**config.mk**
```make
export PLATFORM = sky130hd
export DESIGN_NAME = subtractor_array_flat
export DESIGN_NICKNAME = d
export VERILOG_FILES = /design/src/rtl/subtractor_array_if.sv /design/src/rtl/subtractor_array.sv /design/src/flat_wrapper.sv
export SDC_FILE = /design/constraint.sdc
export NUM_CORES = 1
export LEC_CHECK = 0
export BUFFER_PORTS_ARGS = -buffer_cell sky130_fd_sc_hd__buf_2
export CORE_AREA = 4 4 208 210
export DETAILED_ROUTE_END_ITERATION = 16
export DIE_AREA = 0 0 212 214
export PLACE_DENSITY = 0.75
export SLEW_MARGIN = 20
export SYNTH_ARGS = -nofsm -noshare
export SYNTH_HDL_FRONTEND = slang
export SYNTH_SLANG_ARGS = --single-unit
```
**constraint.sdc**
```tcl
create_clock -name clk -period 7.2 [get_ports clk]
set_input_delay 0.36 -clock clk [delete_from_list [all_inputs] [get_ports clk]]
set_output_delay 0.36 -clock clk [all_outputs]
set_load 0.03 [all_outputs]
```
**src/rtl/subtractor_array_if.sv**
```systemverilog
// Beat-level bus for subtractor_array.
// master drives operands and strobes: de, x, y, bin, mode (+ last).
// slave drives results: oe, diff, bout (+ sad, sad_oe).
// Optional SAD signals exist only when SUBTRACTOR_SAD_EN is defined.
interface subtractor_array_if #(
  parameter int unsigned WIDTH = 15,
  parameter int unsigned LANES = 4
`ifdef SUBTRACTOR_SAD_EN
  ,
  parameter int unsigned SAD_W = WIDTH + 8
`endif
);
  localparam int unsigned BUS_W = LANES * WIDTH;

  logic             de;
  logic [BUS_W-1:0] x;
  logic [BUS_W-1:0] y;
  logic             bin;
  logic [1:0]       mode;
  logic             oe;
  logic [BUS_W-1:0] diff;
  logic [LANES-1:0] bout;
`ifdef SUBTRACTOR_SAD_EN
  logic             last;
  logic [SAD_W-1:0] sad;
  logic             sad_oe;

  modport master (output de, x, y, bin, mode, last, input oe, diff, bout, sad, sad_oe);
  modport slave  (input de, x, y, bin, mode, last, output oe, diff, bout, sad, sad_oe);
`else
  modport master (output de, x, y, bin, mode, input oe, diff, bout);
  modport slave  (input de, x, y, bin, mode, output oe, diff, bout);
`endif
endinterface

```
**src/rtl/subtractor_array.sv**
```systemverilog
// subtractor_array: LANES-wide pipelined subtractor with wrap / saturate-at-zero /
// absolute-difference modes, optionally chained into one wide borrow-rippled subtractor.
// Ports:
//   clk    - clock, rising edge
//   rst_n  - asynchronous active-low reset
//   bus    - subtractor_array_if.slave: de/x/y/bin/mode in, oe/diff/bout out
// Latency from sampling edge to oe: 2 (OUT_REG=0) or 3 (OUT_REG=1), throughput 1.
// Optional feature macro SUBTRACTOR_SAD_EN adds bus.last in and bus.sad/bus.sad_oe out:
// a saturating sum of per-lane absolute differences, reported and cleared on last.
module subtractor_array #(
  parameter int unsigned WIDTH   = 15,
  parameter int unsigned LANES   = 4,
  parameter int unsigned CHAIN   = 0,
  parameter int unsigned OUT_REG = 1
`ifdef SUBTRACTOR_SAD_EN
  ,
  parameter int unsigned SAD_W   = WIDTH + 8
`endif
) (
  input logic               clk,
  input logic               rst_n,
  subtractor_array_if.slave bus
);
  localparam int unsigned BUS_W    = LANES * WIDTH;
  localparam int unsigned RAW_W    = WIDTH + 1;
  localparam logic [1:0]  MODE_SAT = 2'b01;
  localparam logic [1:0]  MODE_ABS = 2'b10;

  logic             s1_v;
  logic [BUS_W-1:0] s1_x;
  logic [BUS_W-1:0] s1_y;
  logic             s1_bin;
  logic [1:0]       s1_mode;

  logic [BUS_W-1:0] diff_c;
  logic [LANES-1:0] bout_c;

  logic             s2_v;
  logic [BUS_W-1:0] s2_diff;
  logic [LANES-1:0] s2_bout;

  logic             o_v;
  logic [BUS_W-1:0] o_diff;
  logic [LANES-1:0] o_bout;

`ifdef SUBTRACTOR_SAD_EN
  // Wide enough to hold the accumulator plus one beat's lane sum without overflow.
  localparam int unsigned         EXT_W   = ((SAD_W > WIDTH + LANES) ? SAD_W : WIDTH + LANES) + 1;
  localparam logic [EXT_W-1:0]    SAD_MAX = EXT_W'({SAD_W{1'b1}});

  logic             s1_last;
  logic             s2_last;
  logic [EXT_W-1:0] abs_sum_c;
  logic [EXT_W-1:0] s2_abs_sum;
  logic [EXT_W-1:0] total_c;
  logic [SAD_W-1:0] sad_total_c;
  logic [SAD_W-1:0] acc;
  logic [SAD_W-1:0] o_sad;
  logic             o_sad_oe;
`endif

  // Stage 1: capture operands on DE.
  always_ff @(posedge clk or negedge rst_n) begin
    if (!rst_n) begin
      s1_v    <= 1'b0;
      s1_x    <= '0;
      s1_y    <= '0;
      s1_bin  <= 1'b0;
      s1_mode <= 2'b00;
`ifdef SUBTRACTOR_SAD_EN
      s1_last <= 1'b0;
`endif
    end else begin
      s1_v <= bus.de;
      if (bus.de) begin
        s1_x    <= bus.x;
        s1_y    <= bus.y;
        s1_bin  <= bus.bin;
        s1_mode <= bus.mode;
`ifdef SUBTRACTOR_SAD_EN
        s1_last <= bus.last;
`endif
      end
    end
  end

  // Per-lane subtract, borrow either shared (independent lanes) or rippled (chained).
  always_comb begin : lane_math
    logic             b;
    logic [RAW_W-1:0] raw;
    logic [RAW_W-1:0] neg;
    logic [WIDTH-1:0] mag;
    diff_c = '0;
    bout_c = '0;
    b      = s1_bin;
    raw    = '0;
    neg    = '0;
    mag    = '0;
`ifdef SUBTRACTOR_SAD_EN
    abs_sum_c = '0;
`endif
    for (int unsigned i = 0; i < LANES; i++) begin
      raw = {1'b0, s1_x[i*WIDTH +: WIDTH]} - {1'b0, s1_y[i*WIDTH +: WIDTH]} - RAW_W'(b);
      neg = -raw;
      // Only raw = -2^WIDTH yields a magnitude with the top bit set; clamp it.
      mag = neg[WIDTH] ? '1 : neg[WIDTH-1:0];
      bout_c[i] = raw[WIDTH];
      if (CHAIN != 0) begin
        diff_c[i*WIDTH +: WIDTH] = raw[WIDTH-1:0];
      end else begin
        case (s1_mode)
          MODE_SAT: diff_c[i*WIDTH +: WIDTH] = raw[WIDTH] ? '0 : raw[WIDTH-1:0];
          MODE_ABS: diff_c[i*WIDTH +: WIDTH] = raw[WIDTH] ? mag : raw[WIDTH-1:0];
          default:  diff_c[i*WIDTH +: WIDTH] = raw[WIDTH-1:0];
        endcase
      end
`ifdef SUBTRACTOR_SAD_EN
      abs_sum_c = abs_sum_c + EXT_W'(raw[WIDTH] ? mag : raw[WIDTH-1:0]);
`endif
      b = (CHAIN != 0) ? raw[WIDTH] : s1_bin;
    end
  end

  // Stage 2: register mode-adjusted results.
  always_ff @(posedge clk or negedge rst_n) begin
    if (!rst_n) begin
      s2_v    <= 1'b0;
      s2_diff <= '0;
      s2_bout <= '0;
`ifdef SUBTRACTOR_SAD_EN
      s2_last    <= 1'b0;
      s2_abs_sum <= '0;
`endif
    end else begin
      s2_v <= s1_v;
      if (s1_v) begin
        s2_diff <= diff_c;
        s2_bout <= bout_c;
`ifdef SUBTRACTOR_SAD_EN
        s2_last    <= s1_last;
        s2_abs_sum <= abs_sum_c;
`endif
      end
    end
  end

  // Stage 3: output register; results hold between valid beats.
  always_ff @(posedge clk or negedge rst_n) begin
    if (!rst_n) begin
      o_v    <= 1'b0;
      o_diff <= '0;
      o_bout <= '0;
    end else begin
      o_v <= s2_v;
      if (s2_v) begin
        o_diff <= s2_diff;
        o_bout <= s2_bout;
      end
    end
  end

`ifdef SUBTRACTOR_SAD_EN
  // Saturating running total including the current beat.
  always_comb begin
    total_c     = EXT_W'(acc) + s2_abs_sum;
    sad_total_c = (total_c > SAD_MAX) ? '1 : total_c[SAD_W-1:0];
  end

  // Accumulator updates alongside stage 3; cleared after reporting a LAST beat.
  always_ff @(posedge clk or negedge rst_n) begin
    if (!rst_n) begin
      acc      <= '0;
      o_sad    <= '0;
      o_sad_oe <= 1'b0;
    end else begin
      o_sad_oe <= s2_v & s2_last;
      if (s2_v) begin
        acc <= s2_last ? '0 : sad_total_c;
        if (s2_last) begin
          o_sad <= sad_total_c;
        end
      end
    end
  end
`endif

  // Optional extra output stage.
  if (OUT_REG != 0) begin : g_out_reg
    logic             r_v;
    logic [BUS_W-1:0] r_diff;
    logic [LANES-1:0] r_bout;
`ifdef SUBTRACTOR_SAD_EN
    logic [SAD_W-1:0] r_sad;
    logic             r_sad_oe;
`endif
    always_ff @(posedge clk or negedge rst_n) begin
      if (!rst_n) begin
        r_v    <= 1'b0;
        r_diff <= '0;
        r_bout <= '0;
`ifdef SUBTRACTOR_SAD_EN
        r_sad    <= '0;
        r_sad_oe <= 1'b0;
`endif
      end else begin
        r_v <= o_v;
        if (o_v) begin
          r_diff <= o_diff;
          r_bout <= o_bout;
        end
`ifdef SUBTRACTOR_SAD_EN
        r_sad_oe <= o_sad_oe;
        if (o_sad_oe) begin
          r_sad <= o_sad;
        end
`endif
      end
    end
    assign bus.oe   = r_v;
    assign bus.diff = r_diff;
    assign bus.bout = r_bout;
`ifdef SUBTRACTOR_SAD_EN
    assign bus.sad    = r_sad;
    assign bus.sad_oe = r_sad_oe;
`endif
  end else begin : g_no_out_reg
    assign bus.oe   = o_v;
    assign bus.diff = o_diff;
    assign bus.bout = o_bout;
`ifdef SUBTRACTOR_SAD_EN
    assign bus.sad    = o_sad;
    assign bus.sad_oe = o_sad_oe;
`endif
  end
endmodule
```
**src/flat_wrapper.sv**
```systemverilog
// flat-port wrapper written by rule: the top's interface ports become plain ports
module subtractor_array_flat 
#(
  parameter int unsigned WIDTH   = 15,
  parameter int unsigned LANES   = 4,
  parameter int unsigned CHAIN   = 0,
  parameter int unsigned OUT_REG = 1

)
  (clk, rst_n, bus_de, bus_x, bus_y, bus_bin, bus_mode, bus_oe, bus_diff, bus_bout);
  subtractor_array_if #(.WIDTH(WIDTH), .LANES(LANES)) bus_i ();
  input logic clk;
  input logic rst_n;
  input wire logic [$bits(bus_i.de)-1:0] bus_de;
  input wire logic [$bits(bus_i.x)-1:0] bus_x;
  input wire logic [$bits(bus_i.y)-1:0] bus_y;
  input wire logic [$bits(bus_i.bin)-1:0] bus_bin;
  input wire logic [$bits(bus_i.mode)-1:0] bus_mode;
  output wire logic [$bits(bus_i.oe)-1:0] bus_oe;
  output wire logic [$bits(bus_i.diff)-1:0] bus_diff;
  output wire logic [$bits(bus_i.bout)-1:0] bus_bout;
  assign bus_i.de = bus_de;
  assign bus_i.x = bus_x;
  assign bus_i.y = bus_y;
  assign bus_i.bin = bus_bin;
  assign bus_i.mode = bus_mode;
  assign bus_oe = bus_i.oe;
  assign bus_diff = bus_i.diff;
  assign bus_bout = bus_i.bout;
  subtractor_array #(.WIDTH(WIDTH), .LANES(LANES), .CHAIN(CHAIN), .OUT_REG(OUT_REG)) u_core (.clk(clk), .rst_n(rst_n), .bus(bus_i));
endmodule
```
[Word level (Yosys, flattened, before mapping)]
Cells that the tools add are included.
Operators by class
  $add $sub $neg: 12
  multiply operators: 0
  div/mod/pow operators: 0
  order comparisons: 0
  equality and inequality tests: 2
  shift-type cells: 0
  multiplexer cells: 16
  bitwise gates (word level): 0
  reduce and logical (&&, ||, !) cells: 0
Operators by type and width (count)
  2-to-1 mux 15 bit: 12
  case mux 15 bit (2 select lines): 4
  negator 16 bit: 4
  subtractor 15 x 15 -> 16 bit: 4
  subtractor 16 x 1 -> 16 bit: 4
  == test 2 x 1 -> 1 bit (second input constant): 1
  == test 2 bit (second input constant): 1
Word-level totals
  register bits: 319
  bits in latches: 0
  memory bits (writable): 0
  ROM bits: 0
  input port bits: 126
  output and inout port bits: 65
  word-level logic and storage cells: 44
  memories: 0

[Longest topological paths before layout]
  word-level depth: 6
  depth in mapped cells: 15
  gate-level depth less buffers: 14

[Worst setup path before layout]
No wires, ideal clock.
  kind: register -> register
  start point: reg u_core.s1_bin (netlist: u_core.lane_math.b)
  end point: reg u_core.s2_diff[56]
  setup time: 137 ps
  arrival: 3623 ps
  data required time: 7063 ps
  slack: 3440 ps
  cell stages (with the launch flop): 13
  path buffers: 0
  clock period less this slack: 3760 ps
  path through: dfrtp_1 > inv_1 > fa_1 > fa_1 > nand2b_2 > a2111oi_4 > nor3_1 > o31a_1 > or4b_4 > or2_4 > or3_1 > o211ai_1 > a21oi_1
Between the ends
  word-level cells in the longest chain between the ends: 5
  elaborated cells between the ends (all ways): 6
  those cells by class: add/sub: 2; mux: 4
Ends and longest elaborated chain
  start: declaration: RTL line subtractor_array.sv:32  | logic s1_bin;
  start signal: assignment: RTL line subtractor_array.sv:78  | s1_bin <= bus.bin;
  subtractor 16 x 1 -> 16 bit *: RTL line subtractor_array.sv:103  | raw = {1'b0, s1_x[i*WIDTH +: WIDTH]} - {1'b0, s1_y[i*WIDTH +: WIDTH]} - RAW_W'(b);
  negator 16 bit: RTL line subtractor_array.sv:104  | neg = -raw;
  2-to-1 mux 15 bit: RTL line subtractor_array.sv:106  | mag = neg[WIDTH] ? '1 : neg[WIDTH-1:0];
  2-to-1 mux 15 bit: RTL line subtractor_array.sv:113  | MODE_ABS: diff_c[i*WIDTH +: WIDTH] = raw[WIDTH] ? mag : raw[WIDTH-1:0];
  case mux 15 bit (2 select lines) *: RTL line subtractor_array.sv:111  | case (s1_mode)
  end signal: assignment: RTL line subtractor_array.sv:137  | s2_diff <= diff_c;
  end: declaration: RTL line subtractor_array.sv:39  | logic [BUS_W-1:0] s2_diff;
Every way passes the cells marked *; elsewhere a longest branch is shown, timed or not.
A chain may end at the register's enable or synchronous reset.

[Worst setup path in the final report]
  start point: reg u_core.s1_bin (netlist: u_core.lane_math.b)
  end point: reg u_core.s2_diff[18]
The elaborated chain is that of the path after synthesis.

==> results.txt <==
----------------------------------------------------
[Drt]
  Drt initial violations ... 1004
  Drt pass-1 iters ... 5
  Top sig layer ... met5
  Final ANT Viol Nets ... 0
  Routed wire length per instance ... 18.02 µm
  Routed length on met1 ... 22880 µm
  Met2 wire len ... 20270 µm
  Vias per Instance ... 5.537
  Met3 Wirelength ... 2509 µm
  Total Wirelength ... 46570 µm
  DRC Markers ... 0
  Vias post-DR ... 14310

[Synthesis]
  Share of synthesized area occupied by flip-flops and latches ... 0.4324
  Mean instance size in the synthesized netlist ... 9.990 µm²
  Most used flip-flop cell after synthesis ... sky130_fd_sc_hd__dfrtp_1
  Synth top area share ... 0.4324
  Yosys reg bits ... 319
  Synthesized area ... 0.01846 mm²
  Syn Nets ... 2100
  Number of distinct library cells after synthesis ... 90
  Top cells by area in the synthesized netlist ... sky130_fd_sc_hd__dfrtp_1 43%, sky130_fd_sc_hd__mux2_2 11%, sky130_fd_sc_hd__ha_1 8.0%, sky130_fd_sc_hd__inv_1 4.2%, sky130_fd_sc_hd__o21ai_0 3.5%
  Top cell type by total area after synthesis ... sky130_fd_sc_hd__dfrtp_1
  Number of warnings issued by yosys ... 0
  Most used standard cells in the synthesized netlist ... 319 x sky130_fd_sc_hd__dfrtp_1, 209 x sky130_fd_sc_hd__inv_1, 188 x sky130_fd_sc_hd__mux2_2, 140 x sky130_fd_sc_hd__nand2_1, 128 x sky130_fd_sc_hd__o21ai_0
  Post-Syn Instances ... 1848
  Number of enable-type register cells in the synthesized netlist ... 0
  Most frequent cell after synthesis ... sky130_fd_sc_hd__dfrtp_1
  Share of synthesized registers carrying an async set or reset ... 1.000

[Finish]
  Layout area overhead ... 15.34%
  Share of the core filled with cells ... 0.5122
  Number of antenna diodes ... 0
  Final nets ... 2273
  Filler Cell Count ... 3800
  Fraction of layout instances using a drive strength above 1 ... 0.2375

[CTS]
  Post-cts sizing count ... 0
  Hold-fix buffers, CTS ... 11
  Max Buffers Root-to-Sink ... 3
  Clock network latency to the later pin of the worst-skew pair ... 550 ps
  H-tree depth reported by CTS ... 2
  Clock tree from TritonCTS ... yes
  Total clock sinks ... 319
  Post-CTS Setup Bufs ... 0
  Cell at the root of the clock tree ... sky130_fd_sc_hd__clkbuf_16
  Clock-pin slew on the worst setup and hold paths ... 60 ps
  Number of buffers inserted during clock tree synthesis ... 37

[Worst setup path]
  Data required, critical path ... 7620 ps
  Maximum fanout along the worst path ... 11
  Critical path, cell by cell ... inv_1 -> fa_1 -> fa_1 -> nand2b_1 -> a2111oi_0 -> nor4_1 -> o211a_1 -> o21a_1 -> o22ai_1 -> nor3_2 -> o2111a_1 -> a221o_1
  Worst path arrival time ... 5020 ps
  Largest stage delay on the critical path ... 760 ps
  CP dominant cell by count ... sky130_fd_sc_hd__fa_1
  Startpoint type of the worst setup path ... flip-flop
  Endpoint class of the critical path ... flip-flop
  Critical setup path kind ... flip-flop to flip-flop
  Slowest CP cell ... sky130_fd_sc_hd__o22ai_1

[Run]
  Max Cap Viol ... 0

[Timing]
  Max Freq ... 217.3 MHz
  Period utilisation layout ... 0.6391
  Final hold viol count ... 0
  Aggregate negative setup slack ... 0 ps
  Setup repair after global routing missed its margin ... no
  Final number of max-transition violations ... 0
  Maximum clock skew at final layout ... 15.27 ps
  Setup ws final ... 2599 ps
  Pin slew with the least headroom to its limit ... 1087 ps
  Number of failing setup endpoints in the final timing report ... 0
  Post-route minimum period ... 4601 ps
  Worst slew margin ... 0.2563

[GRT]
  Global router's overall resource usage ... 0.2040
  Maximum number of pins on one net before global-route repair ... 152
  Global-route wire length before repair ... 76560 µm
  Number of global-route vias before repair ... 14370
  GR Overflow Total ... 0
  Number of antenna violations at the first check in global routing ... 1

[Hold path]
  Worst hold-check path type ... input port to flip-flop

[Die]
  Die Y ... 214 µm
  Die Area ... 0.04537 mm²
  Core region area ... 0.04157 mm²
  Total I/O pin count ... 191
  Overall die width ... 212 µm
  Initial core utilization ... 0.4441
  Num rows ... 75

[Place]
  Routability-driven placement congestion ratio ... 0.8619
  Worst-case setup slack after placement ... 2673 ps
  Total of buffers placed on input and output ports ... 190
  Detailed Place HPWL ... 34220 µm

[Pwr]
  Max IR drop VDD ... 227.4 µV
  Pwr Density ... 364.5 mW/mm²
  Leakage power ... 9.963 nW

[Status]
  Run status ... completed

----------------------------------------------------
[area by class of cell]
class | count | area, µm² | share of cell area
clock buffers | 51 | 1050 | 0.04930
clock inverters | 13 | 220.2 | 0.01034
inverters | 210 | 788.3 | 0.03702
multi-input cells | 1241 | 9402 | 0.4415
flip-flops and latches | 319 | 7986 | 0.3751
well taps | 539 | 674.4 | 0.03167
repair buffers | 212 | 1172 | 0.05506
[power by group]
group          internal [mW]  total [mW]  switching (mW)
registers               2.35        2.69           0.341
logic                   1.19        3.12            1.92
clock network           1.20        1.96           0.755
[layout by cell type, fill, tap and decap left out, types with 11 or more instances in the layout]
master	instances
sky130_fd_sc_hd__nand3_1	31
sky130_fd_sc_hd__o21ai_0	128
sky130_fd_sc_hd__o32ai_1	14
sky130_fd_sc_hd__buf_2	188
sky130_fd_sc_hd__a21o_1	17
sky130_fd_sc_hd__and3_1	22
sky130_fd_sc_hd__clkbuf_16	38
sky130_fd_sc_hd__o211ai_1	20
sky130_fd_sc_hd__a21boi_0	11
sky130_fd_sc_hd__o2bb2ai_1	14
sky130_fd_sc_hd__and2_1	15
sky130_fd_sc_hd__dfrtp_1	316
sky130_fd_sc_hd__ha_1	118
sky130_fd_sc_hd__dlygate4sd3_1	11
sky130_fd_sc_hd__nor2_1	77
sky130_fd_sc_hd__o31ai_1	20
sky130_fd_sc_hd__mux2_2	188
sky130_fd_sc_hd__nor3_1	42
sky130_fd_sc_hd__a21oi_1	80
sky130_fd_sc_hd__or3_1	21
sky130_fd_sc_hd__inv_1	209
sky130_fd_sc_hd__nand2_1	140
sky130_fd_sc_hd__a211oi_1	14
sky130_fd_sc_hd__a31oi_1	12
sky130_fd_sc_hd__nand2b_1	16
sky130_fd_sc_hd__xnor2_1	23
sky130_fd_sc_hd__xor2_1	17
[path summary, 6_finish.rpt]
| check | startpoint | end | slack, ps | cells past startpoint |
|---|---|---|---|---|
| min in group asynchronous | rst_n | u_core.s1_x[42] | 480 | 2 |
| max reg2reg | u_core.lane_math.b | u_core.s2_diff[18] | 2600 | 12 |
| min reg2reg | u_core.s2_diff[29] | u_core.s2_diff[29] | 490 | 1 |
| max in group asynchronous | rst_n | u_core.o_v | 5340 | 3 |
| max | u_core.lane_math.b | u_core.s2_diff[18] | 2600 | 12 |
| min | bus_x[39] | u_core.s1_x[39] | 30 | 3 |
[registers in the layout, indices dropped and copies added (netlist names)]
signal and cells:
u_core.s2_v 1, u_core.bus.bout 4, u_core.bus.oe 1, u_core.s2_bout 4
u_core.s1_y 60, u_core.lane_math.b 1, u_core.o_diff 60, u_core.o_v 1
u_core.s2_diff 60, u_core.o_bout 4, u_core.s1_mode 2, u_core.s1_v 1
u_core.bus.diff 60, u_core.s1_x 60
[per-layer routing]
metal | global-route usage | up-vias
met1 | 0.3100 | 6973
met3 | 0.03632 | 58
li1 | - | 6934
met5 | 0 | -
met4 | 0.04711 | 2
met2 | 0.3046 | 347
[metrics by stage]
step	power [mW]	hold WS (ps)	instances	area, µm²
5_1_grt	8.289	5.997	2585	21290
4_1_cts	7.808	0.4760	2585	21290
6_report	7.762	29.50	2585	21290
2_1_floorplan	4.859	64.41	1848	18460
3_3_place_gp	5.706	474.8	2510	19910
3_5_place_dp	5.794	480.3	2510	19910
[critical path, delay by kind of cell, from the launching register on]
kind            cells  cell delay [ps]
compound gates      6             2500
buf+inv             1              190
flops               1              310
simple gates        3              510
fa+ha+maj           2              950
[cell families (layout without fill, tap and decap cells)]
logic type,count (synthesis),count (layout),share of synthesized area
flops,319,319,0.4324
fa+ha+maj,126,126,0.08865
mux,194,194,0.1179
compound gates,437,437,0.1597
buf+inv,288,486,0.05869
simple gates,443,443,0.1227
xor+xnor,41,41,0.01986
Note: power is estimated with default switching activity, not from simulation.
